`config.mk`:
```
export PLATFORM = sky130hd
export DESIGN_NAME = xor_64_bit_unit
export DESIGN_NICKNAME = d
export VERILOG_FILES = /design/src/rtl/xor_64_bit_unit.sv
export SDC_FILE = /design/constraint.sdc
export NUM_CORES = 1
export LEC_CHECK = 0
export ABC_AREA = 1
export CORE_MARGIN = 2
export CORE_UTILIZATION = 42
export DETAILED_ROUTE_END_ITERATION = 10
export PLACE_DENSITY = 0.88
export SETUP_SLACK_MARGIN = 0.02
export SLEW_MARGIN = 20
export SYNTH_ARGS = -nofsm -noshare
export SYNTH_HDL_FRONTEND = slang
export SYNTH_SLANG_ARGS = --single-unit
```
`constraint.sdc`:
```
create_clock -name clk -period 5.3 [get_ports clk]
set_input_delay 1.06 -clock clk [delete_from_list [all_inputs] [get_ports clk]]
set_output_delay 1.06 -clock clk [all_outputs]
set_load 0.005 [all_outputs]
```
`src/rtl/xor_64_bit_unit.sv`:
```
// -----------------------------------------------------------------------------
// xor_64_bit_unit
//
// Logic-op slice of the execute stage: bitwise XOR of two operands.
// xor_ab is the zero-latency result for use inside the stage. xor_q is a
// one-cycle registered copy for the stage boundary. The zero and parity flags
// are derived from the same registered value.
//
// Ports
//   clk        system clock, rising-edge active
//   rst        synchronous active-high reset
//   a, b       operands (WIDTH bits)
//   in_valid   operands valid; capture enable for the registered outputs
//   xor_ab     combinational a ^ b
//   xor_q      registered a ^ b, held while in_valid is low
//   out_valid  high for one cycle after each capture
//   zero_q     captured result was all zeros
//   parity_q   XOR-reduction (odd parity) of the captured result
// -----------------------------------------------------------------------------
module xor_64_bit_unit #(
  parameter int WIDTH = 64
) (
  input  logic             clk,
  input  logic             rst,
  input  logic [WIDTH-1:0] a,
  input  logic [WIDTH-1:0] b,
  input  logic             in_valid,
  output logic [WIDTH-1:0] xor_ab,
  output logic [WIDTH-1:0] xor_q,
  output logic             out_valid,
  output logic             zero_q,
  output logic             parity_q
);

  assign xor_ab = a ^ b;

  // The flags are computed from xor_ab in the same cycle as xor_q is loaded.
  // This means they can never describe a different operand pair than xor_q.
  logic zero_d;
  logic parity_d;

  assign zero_d   = (xor_ab == '0);
  assign parity_d = ^xor_ab;

  always_ff @(posedge clk) begin
    if (rst) begin
      xor_q     <= '0;
      out_valid <= 1'b0;
      zero_q    <= 1'b0;
      parity_q  <= 1'b0;
    end else begin
      out_valid <= in_valid;
      if (in_valid) begin
        xor_q    <= xor_ab;
        zero_q   <= zero_d;
        parity_q <= parity_d;
      end
    end
  end

endmodule

```
# Word-level counts from Yosys, hierarchy flattened
# Cells that the tools add are included.
[word_totals]
register_bits = 67
inputBits = 131
elab_cells = 7
[classes]
bitwise = 1
n_reduce_logical = 2
[ops]
columns = ["cell", "count"]
rows = [
  ["logical NOT 64 bit", 1],
  ["XOR reduction 64 bit", 1],
  ["XOR 64 bit", 1],
]

# Logic depth before layout (Yosys ltp)
[depth]
depth_word = 2
ltp_mapped = 17
depth_no_buf = 17

# Least setup slack after synthesis
# OpenSTA, ideal clock, no wires.
[synth_timing]
path_type = "input-to-reg"
start = "in b[6]"
end = "reg parity_q"
arrival_ps = 2361
path_slack_ps = 2822
stages = 15
path_cell_list = "xor2_1 > inv_1 > ha_1 > nor2_1 > nor2_1 > nand2_1 > nand2_1 > nand2_1 > nand2_1 > nand2_1 > nand2_1 > nand2_1 > nand2_1 > nor2_1 > nor2_1"
[synth_via]
elab_chain_cells = 2
[synth_lines]
columns = ["element", "line_no", "rtl"]
rows = [
  ["start: declaration", "26", "input logic [WIDTH-1:0] b,"],
  ["XOR 64 bit", "35", "assign xor_ab = a ^ b;"],
  ["XOR reduction 64 bit", "43", "assign parity_d = ^xor_ab;"],
  ["end signal: assignment", "56", "parity_q <= parity_d;"],
  ["end: declaration", "32", "output logic parity_q"],
]
# Every way passes these cells.
# A chain may end at the register's enable or synchronous reset.

# Worst setup path after layout
[layout_timing]
start = "in a[62]"
end = "out xor_ab[62]"
[layout_via]
elab_chain_cells = 1
[layout_lines]
columns = ["element", "line_no", "rtl"]
rows = [
  ["start: declaration", "25", "input logic [WIDTH-1:0] a,"],
  ["XOR 64 bit", "35", ""],
  ["end: declaration", "28", "output logic [WIDTH-1:0] xor_ab,"],
]
# Every way passes these cells.

==> impl_results.md <==
* Status: complete, no violations
* Via count at 4806
* First-pass GRT wire length at 21070 um
* Flop-to-flop setup slack at 4.61 ns
* Synth Register Bits at 67
* Clock Path Buffers at 2
* GRT met3 Usage at 4.358%
* Number of I/O pins at 262
* Total Neg Setup Slack at 0 ns
* Hold Path Class: register to register
* Syn Nets at 829
* Synth Area in Adders at 8.869%
* Most frequent CP cell: clkdlybuf4s50_1
* WL/cell at 12.23 um
* Die ar. at 0.01159 sq mm
* Count of unique library cells instantiated by Yosys at 19
* Post-Place Cell Area at 0.007201 sq mm
* Layout cells sized above 1 at 2.714%
* Die Ht at 107.7 um
* Worst clock skew at 0 ns
* Gr busiest metal: met2
* Ant diodes at 0
* Max FO, Critical Path at 2
* Area growth from synthesis to layout at 63.22%
* Die width at 107.7 um
* Avg Cell Area, Syn at 6.778 sq um
* Post-DRT Antenna Nets at 0
* Slowest stage delay, CP at 0.57 ns
* Reg2reg start: xor_q[52]$_SDFFE_PP0P_
* Synthesis warning total at 0
* Seq/Total Area, Yosys at 29.71%
* Slew headroom at 48.61%
* Most frequent cells in the layout: clkdlybuf4s50_1 (260), nand2_1 (212), inv_1 (164), dfxtp_1 (67), o211ai_1 (64)
* Clk sink count at 67
* Post-Synthesis Cells at 666
* Initial drt markers at 106
* Clock Pin Slew Worst Setup and Hold Paths at 0.07 ns
* Least-Margin Pin Slew at 0.7709 ns
* Synth Area in XOR/XNOR at 13.00%
* Synth Area in Simple Gates at 21.18%
* Max VDD drop at 0.0001172 V
* Worst-skew pair later-pin latency at 0.33 ns
* Final wirelength at 12920 um
* Termination of the worst setup path: xor_ab[62]
* Crit-path slowest cell: clkdlybuf4s50_1
* Hold_buf cts at 0
* Leakage at 0.003926 uW
* CP Buf/Inv Count at 2
* Fin util at 71.05%
* Clock root cell: clkbuf_8
* Number of global-route vias before repair at 4766
* Crit path launch: a[62]
* Final setup viols at 0
* DRC at 0
* Crit share post-route at 64.41%
* Final Hold Viols at 0
* Initial core utilization at 43.53%
* TritonCTS buffer count at 9
* DR pass1 iterations at 4
* Largest net degree at the start of global routing at 83
* Critical path startpoint category: input pin
* Highest Clock Rate at 292.9 MHz
* CP arrival at 2.35 ns
* Port bufs at 261
* Commonest non-fill, non-tap cell in the layout: clkdlybuf4s50_1
* # nets final at 1081
* Compound-gate portion of the synthesized area at 10.86%
* Mux cell area share after synthesis at 0%
* Worst path required time at 4.24 ns
* Crit path cell chain: clkdlybuf4s50_1 > xor2_1 > clkdlybuf4s50_1
* Top Family by Delay on Critical Path: buffers and inverters
* Routing usage on met2 at 42.27%
* Max cap viols at 0
* CTS H-tree lvls at 3
* Postcts setup bufs at 0
* CP Depth at 3
* Unrepaired setup endpoints after global routing: false
* Final Max Slew Viols at 0
* Vias per inst at 4.547
* Final instance area at 0.007368 sq mm
* Met1 Use GR at 25.45%
* Crit Path Category: input pin to primary output
* Power Density at 238.8 mW/mm^2
* Crit. End Element: primary output
* Std cell rows at 37
* Syn Std Cell Area at 0.004514 sq mm
* CTS tree: built
* GRT Resource Usage Total at 22.37%
* Core area at 0.01037 sq mm
* # fillers at 866
* Minimum clock period at 3.414 ns
* Main combinational cell family by area after synthesis: simple AND/OR/NAND/NOR gates
* DP HPWL at 10570 um
* Post-cts resize count at 0
* Reg2reg end: xor_q[52]$_SDFFE_PP0P_
* GRT overflow at 0
* Initial antenna violation count at 0
* R2R depth at 2
* RD Place Congestion at 0.7533
==> per-stage QoR <==
| stage | setup slack (ns) | hold slack [ns] | std cells | power [uW] |
|---|---|---|---|---|
| floorplan | 2.822 | 0.4537 | 666 | 1014 |
| global placement | 1.877 | 0.4599 | 1043 | 1362 |
| detailed placement | 1.856 | 0.4616 | 1043 | 1387 |
| CTS | 1.856 | 0.4832 | 1057 | 1778 |
| global route | 1.840 | 0.5069 | 1057 | 1910 |
| finish | 1.886 | 0.4813 | 1057 | 1760 |
==> sequential cells by signal, summed over array words and instances (netlist names) <==
name       flops
zero_q         1
xor_q         64
out_valid      1
parity_q       1
==> logic make-up (layout without fill, tap and decap cells) <==
| logic type | count (synthesis) | in the layout |
|---|---|---|
| compound gates | 66 | 66 |
| buf+inv | 190 | 445 |
| fa+ha+maj | 32 | 32 |
| simple gates | 244 | 244 |
| flops | 67 | 67 |
| xor+xnor | 67 | 67 |
==> power by group <==
group          total (uW)  switching [uW]  internal (uW)
registers             566            21.1            545
logic                 808             393            415
clock network         386             196            190
==> routing by layer <==
layer	vias to the layer above	wire, um
met1	2131	5266
met4	0	154
met3	14	818
met2	152	6683
met5	-	0
li1	2509	-
==> how the worst min path moves through the flow <==
stage,from,endpoint,cells past startpoint,slack (ns)
5_1_grt,xor_q[24]$_SDFFE_PP0P_,xor_q[24]$_SDFFE_PP0P_,2,0.51
2_1_floorplan,zero_q$_SDFFE_PP0P_,zero_q$_SDFFE_PP0P_,2,0.45
3_5_place_dp,xor_q[9]$_SDFFE_PP0P_,xor_q[9]$_SDFFE_PP0P_,2,0.46
4_1_cts,xor_q[9]$_SDFFE_PP0P_,xor_q[9]$_SDFFE_PP0P_,2,0.48
6_report,xor_q[9]$_SDFFE_PP0P_,xor_q[9]$_SDFFE_PP0P_,2,0.48
3_3_place_gp,xor_q[17]$_SDFFE_PP0P_,xor_q[17]$_SDFFE_PP0P_,2,0.46
==> tightest hold or removal path, delay by kind of cell (launching register included) <==
family                 cells  cell delay, ns
AO/OA/AOI/OAI              1            0.08
buffers and inverters      1            0.05
flip-flops                 1            0.33
==> cell type report <==
type	instances	area (sq um)	share of cell area [%]
repair buffers	263	2625	35.63
multi-input cells	409	2434	33.03
flip-flops and latches	67	1341	18.20
inverters	168	630.6	8.558
well taps	136	170.2	2.309
clock buffers	12	155.1	2.106
clock inverters	2	12.51	0.1698
==> synthesized netlist by cell type (all sizes together) <==
library cell / number / area share, %
xnor2: 4 / 0.78
nor2: 18 / 1.7
nand4: 8 / 1.1
clkbuf: 6 / 0.50
nand3: 2 / 0.22
dfxtp: 67 / 30
inv: 168 / 14
buf: 16 / 1.9
nor4: 2 / 0.28
ha: 32 / 8.9
o211ai: 64 / 11
nand2: 214 / 18
o21ai: 1 / 0.11
xor2: 63 / 12
a21oi: 1 / 0.11
No activity file was read; power rests on OpenSTA's default activity.
